[config.mk]
export PLATFORM = sky130hd
export DESIGN_NAME = shift_sequencer_flat
export DESIGN_NICKNAME = d
export VERILOG_FILES = /design/src/rtl/shift_sequencer_pkg.sv /design/src/rtl/shift_sequencer_if.sv /design/src/rtl/shift_sequencer_shifter_1.sv /design/src/rtl/shift_sequencer.sv /design/src/flat_wrapper.sv
export SDC_FILE = /design/constraint.sdc
export NUM_CORES = 1
export LEC_CHECK = 0
export ABC_AREA = 1
export BUFFER_PORTS_ARGS = -buffer_cell sky130_fd_sc_hd__buf_2
export CAP_MARGIN = 20
export CORE_MARGIN = 2
export CORE_UTILIZATION = 52
export DETAILED_ROUTE_END_ITERATION = 10
export PLACE_DENSITY_LB_ADDON = 0.25
export SLEW_MARGIN = 20
export SYNTH_ARGS = -nofsm -noshare
export SYNTH_HDL_FRONTEND = slang
export SYNTH_SLANG_ARGS = --single-unit
[constraint.sdc]
create_clock -name clk -period 1.4 [get_ports clk]
set_clock_uncertainty 0.15 [all_clocks]
set_input_delay 0.35 -clock clk [delete_from_list [all_inputs] [get_ports clk]]
set_output_delay 0.35 -clock clk [all_outputs]
set_load 0.02 [all_outputs]
[src/rtl/shift_sequencer_pkg.sv]
// shift_seq_pkg: op/state encodings and width defaults shared by the shift sequencer slice
package shift_seq_pkg;
    localparam int DATA_W = 16;
    localparam int CNT_W  = 4;

    localparam logic [1:0] OP_ROTL = 2'b00;
    localparam logic [1:0] OP_SLL  = 2'b01;
    localparam logic [1:0] OP_SRA  = 2'b10;
    localparam logic [1:0] OP_SRL  = 2'b11;

    typedef enum logic [1:0] {
        ST_IDLE  = 2'd0,
        ST_SHIFT = 2'd1,
        ST_DONE  = 2'd2
    } state_t;
endpackage

[src/rtl/shift_sequencer_if.sv]
// shift_sequencer_if: request/result valid-ready bus of the shift sequencer
interface shift_sequencer_if;
    import shift_seq_pkg::*;

    logic              req_valid;
    logic              req_ready;
    logic [DATA_W-1:0] req_data;
    logic [1:0]        req_op;
    logic [CNT_W-1:0]  req_cnt;
    logic              res_valid;
    logic              res_ready;
    logic [DATA_W-1:0] res_data;
    logic              busy;

    modport master (
        output req_valid, req_data, req_op, req_cnt, res_ready,
        input  req_ready, res_valid, res_data, busy
    );

    modport slave (
        input  req_valid, req_data, req_op, req_cnt, res_ready,
        output req_ready, res_valid, res_data, busy
    );
endinterface

[src/rtl/shift_sequencer_shifter_1.sv]
// shifter_1: single-step 16-bit rotl/sll/sra/srl; passes the operand through when sh=0
module shifter_1
    import shift_seq_pkg::*;
(
    input  logic [DATA_W-1:0] in,
    input  logic [1:0]        op,
    input  logic              sh,
    output logic [DATA_W-1:0] out
);
    // one-bit step selected by op
    always_comb
        out = !sh            ? in :
              op == OP_ROTL  ? {in[DATA_W-2:0], in[DATA_W-1]} :
              op == OP_SLL   ? {in[DATA_W-2:0], 1'b0} :
              op == OP_SRA   ? {in[DATA_W-1], in[DATA_W-1:1]} :
                               {1'b0, in[DATA_W-1:1]};
endmodule

[src/rtl/shift_sequencer.sv]
// shift_sequencer: multi-cycle shifter iterating shifter_1 once per cycle; abort port with SHIFT_SEQ_ABORT_EN
module shift_sequencer
    import shift_seq_pkg::*;
(
    input  logic clk,
    input  logic rst_n,
`ifdef SHIFT_SEQ_ABORT_EN
    input  logic abort,
`endif
    shift_sequencer_if.slave bus
);
    state_t            state_q, state_d;
    logic [DATA_W-1:0] data_r, data_d, sh_out;
    logic [1:0]        op_r, op_d;
    logic [CNT_W-1:0]  rem, rem_d;
    logic              kill;

`ifdef SHIFT_SEQ_ABORT_EN
    assign kill = abort;
`else
    assign kill = 1'b0;
`endif

    shifter_1 u_sh (
        .in  (data_r),
        .op  (op_r),
        .sh  (1'b1),
        .out (sh_out)
    );

    // state and operand registers
    always_ff @(posedge clk or negedge rst_n) begin
        if (!rst_n) begin
            state_q <= ST_IDLE;
            data_r  <= '0;
            op_r    <= OP_ROTL;
            rem     <= '0;
        end else begin
            state_q <= state_d;
            data_r  <= data_d;
            op_r    <= op_d;
            rem     <= rem_d;
        end
    end

    // next state: load in IDLE, step in SHIFT, hold in DONE until taken; abort wins outside IDLE
    always_comb begin
        state_d = state_q;
        data_d  = data_r;
        op_d    = op_r;
        rem_d   = rem;
        case (state_q)
            ST_IDLE: if (bus.req_valid) begin
                data_d  = bus.req_data;
                op_d    = bus.req_op;
                rem_d   = bus.req_cnt;
                state_d = bus.req_cnt == '0 ? ST_DONE : ST_SHIFT;
            end
            ST_SHIFT: begin
                data_d  = sh_out;
                rem_d   = rem - CNT_W'(1);
                state_d = rem == CNT_W'(1) ? ST_DONE : ST_SHIFT;
            end
            ST_DONE: state_d = bus.res_ready ? ST_IDLE : ST_DONE;
            default: state_d = ST_IDLE;
        endcase
        if (kill && state_q != ST_IDLE) begin
            state_d = ST_IDLE;
            data_d  = data_r;
            rem_d   = rem;
        end
    end

    assign bus.req_ready = state_q == ST_IDLE;
    assign bus.res_valid = state_q == ST_DONE;
    assign bus.busy      = state_q != ST_IDLE;
    assign bus.res_data  = data_r;
endmodule

[src/flat_wrapper.sv]
// flat-port wrapper written by rule: the top's interface ports become plain ports
module shift_sequencer_flat import shift_seq_pkg::*;
  (clk, rst_n, bus_req_valid, bus_req_data, bus_req_op, bus_req_cnt, bus_res_ready, bus_req_ready, bus_res_valid, bus_res_data, bus_busy);
  shift_sequencer_if bus_i ();
  input  logic clk;
  input  logic rst_n;
  input wire logic [$bits(bus_i.req_valid)-1:0] bus_req_valid;
  input wire logic [$bits(bus_i.req_data)-1:0] bus_req_data;
  input wire logic [$bits(bus_i.req_op)-1:0] bus_req_op;
  input wire logic [$bits(bus_i.req_cnt)-1:0] bus_req_cnt;
  input wire logic [$bits(bus_i.res_ready)-1:0] bus_res_ready;
  output wire logic [$bits(bus_i.req_ready)-1:0] bus_req_ready;
  output wire logic [$bits(bus_i.res_valid)-1:0] bus_res_valid;
  output wire logic [$bits(bus_i.res_data)-1:0] bus_res_data;
  output wire logic [$bits(bus_i.busy)-1:0] bus_busy;
  assign bus_i.req_valid = bus_req_valid;
  assign bus_i.req_data = bus_req_data;
  assign bus_i.req_op = bus_req_op;
  assign bus_i.req_cnt = bus_req_cnt;
  assign bus_i.res_ready = bus_res_ready;
  assign bus_req_ready = bus_i.req_ready;
  assign bus_res_valid = bus_i.res_valid;
  assign bus_res_data = bus_i.res_data;
  assign bus_busy = bus_i.busy;
  shift_sequencer u_core (.clk(clk), .rst_n(rst_n), .bus(bus_i));
endmodule
==> qor.csv <==
stage,metric,value,unit
clock_network,Num CTS Buffers,3,
finish,post-route cell area,2400,µm²
floorplanning,Core ar.,2980,µm²
floorplanning,Row Count,20,
placement,Port Buf Inserts,44,
critical_path,CP required,1.48,ns
finish,Area growth syn-to-layout,51.6,%
timing,Finish-stage setup viols,37,
clock_network,Clock Tree Buf Depth,2,
clock_network,worst skew pair latency,0.35,ns
critical_path,kind of critical path,reg2reg,
pwr,maximum vdd drop,1.37,mV
timing,Max Slew Vio Count,0,
floorplanning,die span in y,59.2,µm
placement,pre-CTS setup slack,0.0163,ns
finish,Layout Nets,330,
drt,met3 wire length,187,µm
critical_path,CP Capture Type,flop,
timing,final hold violations,0,
drt,WL final,4500,µm
yosys,Post-Synthesis Cell Area,1580,µm²
grt,global-route wire length before repair,6180,µm
drt,initial DRC count,43,
finish,layout cells sized above 1,0.339,
grt,GR Util All Layers,0.234,
grt,initial antenna violation count,0,
yosys,Synth Instances,225,
drt,WL per Instance,13.5,µm
yosys,post-synthesis sequential area ratio,0.380,
grt,"Remaining Overflow, GRT",0,
timing,RSZ-0062 raised after global routing,true,
finish,fill count,217,
timing,measured slew at the worst slew-check pin,0.330,ns
critical_path,Worst Path Arrival,1.75,ns
yosys,flop and latch count out of synthesis,24,
outcome,status,"complete, but fails checks",
grt,largest net degree at the start of global routing,30,
drt,vias,1688,
yosys,"Distinct cells, synth",22,
clock_network,Clock transition at path regs,0.14,ns
timing,Max transition margin,0.779,
clock_network,Root Buffer,clkbuf_4,
drt,top routing layer used,met4,
drt,met2 wire length,2370,µm
clock_network,clock sink total,24,
placement,GPL Wtd Cong,0.826,
pwr,PD cells,2670,nW/µm²
drt,drt first pass iters,4,
grt,vias in the first global route,1463,
yosys,Synth warnings,0,
pwr,Leak Pwr,0.00130,µW
floorplanning,die area,3500,µm²
finish,"commonest non-fill, non-tap cell in the layout",nand2_1,
placement,post-DP HPWL,2490,µm
floorplanning,I/O pin cnt,45,
yosys,Syn Nets,253,
drt,Routed Antenna Nets,0,
outcome,failing checks,negative setup slack,
yosys,syn_area_per_cell,7.03,µm²
timing,crit path time final,1.67,ns
timing,fmax,600,MHz
drt,vias per cell,5.05,
finish,Inserted Diodes,0,
critical_path,Worst Setup Start Kind,flop,
floorplanning,Initial Utilization,0.531,
clock_network,H-Tree Depth,1,
timing,final worst path period share,1.19,
finish,"commonest cells after routing, fill and taps aside","nand2_1 (50), nor2_1 (42), inv_1 (38), buf_2 (25), buf_4 (25)",
timing,Final WS setup,-0.266,ns
placement,placed cell area,1900,µm²
clock_network,CTS tree,yes,
timing,worst hold margin,0.101,ns
drt,DRC Markers,0,
flow_run,total of max-cap violations,0,
drt,DRT met1 WL,1830,µm
critical_path,worst-path fanout max,12,
floorplanning,Die W,59.2,µm
worst_hold_path,HP Class,in2reg,
-- worst paths after layout --
check,start,end,slack [ns],depth (start not counted)
setup / recovery,u_core.state_q[0]$_DFFE_PN0P_,u_core.bus.res_data[12]$_DFFE_PN0P_,-0.27,6
hold reg to reg,u_core.rem[3]$_DFFE_PN0P_,u_core.rem[3]$_DFFE_PN0P_,0.41,2
hold / removal,bus_req_op[1],u_core.op_r[1]$_DFFE_PN0P_,0.10,3
setup reg to reg,u_core.state_q[0]$_DFFE_PN0P_,u_core.bus.res_data[12]$_DFFE_PN0P_,-0.27,6
max in group asynchronous,rst_n,u_core.state_q[0]$_DFFE_PN0P_,0.47,3
min in group asynchronous,rst_n,u_core.bus.res_data[10]$_DFFE_PN0P_,0.34,3
-- synth_stat cells --
cell type | instances | area share
a21oi_1 | 4 | 0.013
inv_2 | 3 | 0.0071
nand2_1 | 53 | 0.13
buf_6 | 5 | 0.036
buf_4 | 1 | 0.0047
o21ai_0 | 4 | 0.013
nor2_4 | 1 | 0.0071
o211ai_1 | 14 | 0.066
or2_2 | 1 | 0.0040
o21ai_4 | 1 | 0.010
nor2_2 | 1 | 0.0040
inv_1 | 39 | 0.093
dfrtp_1 | 24 | 0.38
nand2_4 | 1 | 0.0071
o21ai_1 | 4 | 0.013
a21boi_1 | 15 | 0.071
clkbuf_1 | 2 | 0.0047
buf_1 | 1 | 0.0024
nor2_1 | 43 | 0.10
ha_1 | 2 | 0.016
nand3_1 | 5 | 0.016
xor2_1 | 1 | 0.0055
-- worst max-delay path: stages (launching register included) --
cell,delay (ns)
dfrtp_2,0.47
buf_4,0.15
buf_6,0.11
o21ai_4,0.28
clkbuf_16,0.23
nand2_1,0.06
a21boi_1,0.12
-- logic make-up after synthesis --
logic type	count (synthesis)	synth area share
compound gates	42	0.186
xor+xnor	1	0.00554
fa+ha+maj	2	0.0158
buf+inv	51	0.147
flops	24	0.380
simple gates	105	0.266
-- stage by stage --
stage	util	std cells	total power, µW	TNS (ns)
floorplan	-	225	3520	-0.0235
global placement	0.639	302	4380	0
detailed placement	0.639	302	4460	0
CTS	0.727	325	5530	-0.782
global route	0.805	334	6840	-6.38
finish	0.805	334	6400	-4.91
-- registers in the layout, indices dropped and copies added (netlist names) --
signal,count
u_core.bus.res_data,16
u_core.op_r,2
u_core.state_q,2
u_core.rem,4
-- cell type report --
class	count	area, µm²	share of cell area
Timing Repair Buffer	81	746	0.311
Clock inverter	1	30.0	0.0125
Multi-Input combinational cell	150	795	0.331
Clock buffer	3	22.5	0.00939
Inverter	42	160	0.0668
Sequential cell	24	603	0.252
Tap cell	33	41.3	0.0172
-- repair_timing --
item | 4_1_cts | 5_1_grt
pin swaps | 2 | 8
hold buffers | 1 | 0
setup buffers | 18 | 6
resized for setup | 21 | 33
cloned | 0 | 3
endpoints found under the setup margin | 18 | 41
hold endpoints to repair | 24 | 0
-- per-layer routing --
metal  track usage  vias up
li1              -      845
met1         0.284      779
met2         0.416       53
met3        0.0284       11
met4         0.101        0
met5             0        -
-- power by group --
| group | switching, µW | internal (µW) | leakage (µW) | total [µW] |
|---|---|---|---|---|
| logic | 2240 | 2240 | 0.000992 | 4490 |
| registers | 313 | 1060 | 0.000278 | 1380 |
| clock network | 244 | 290 | 0.0000279 | 534 |
(Power assumes the default switching activity.)
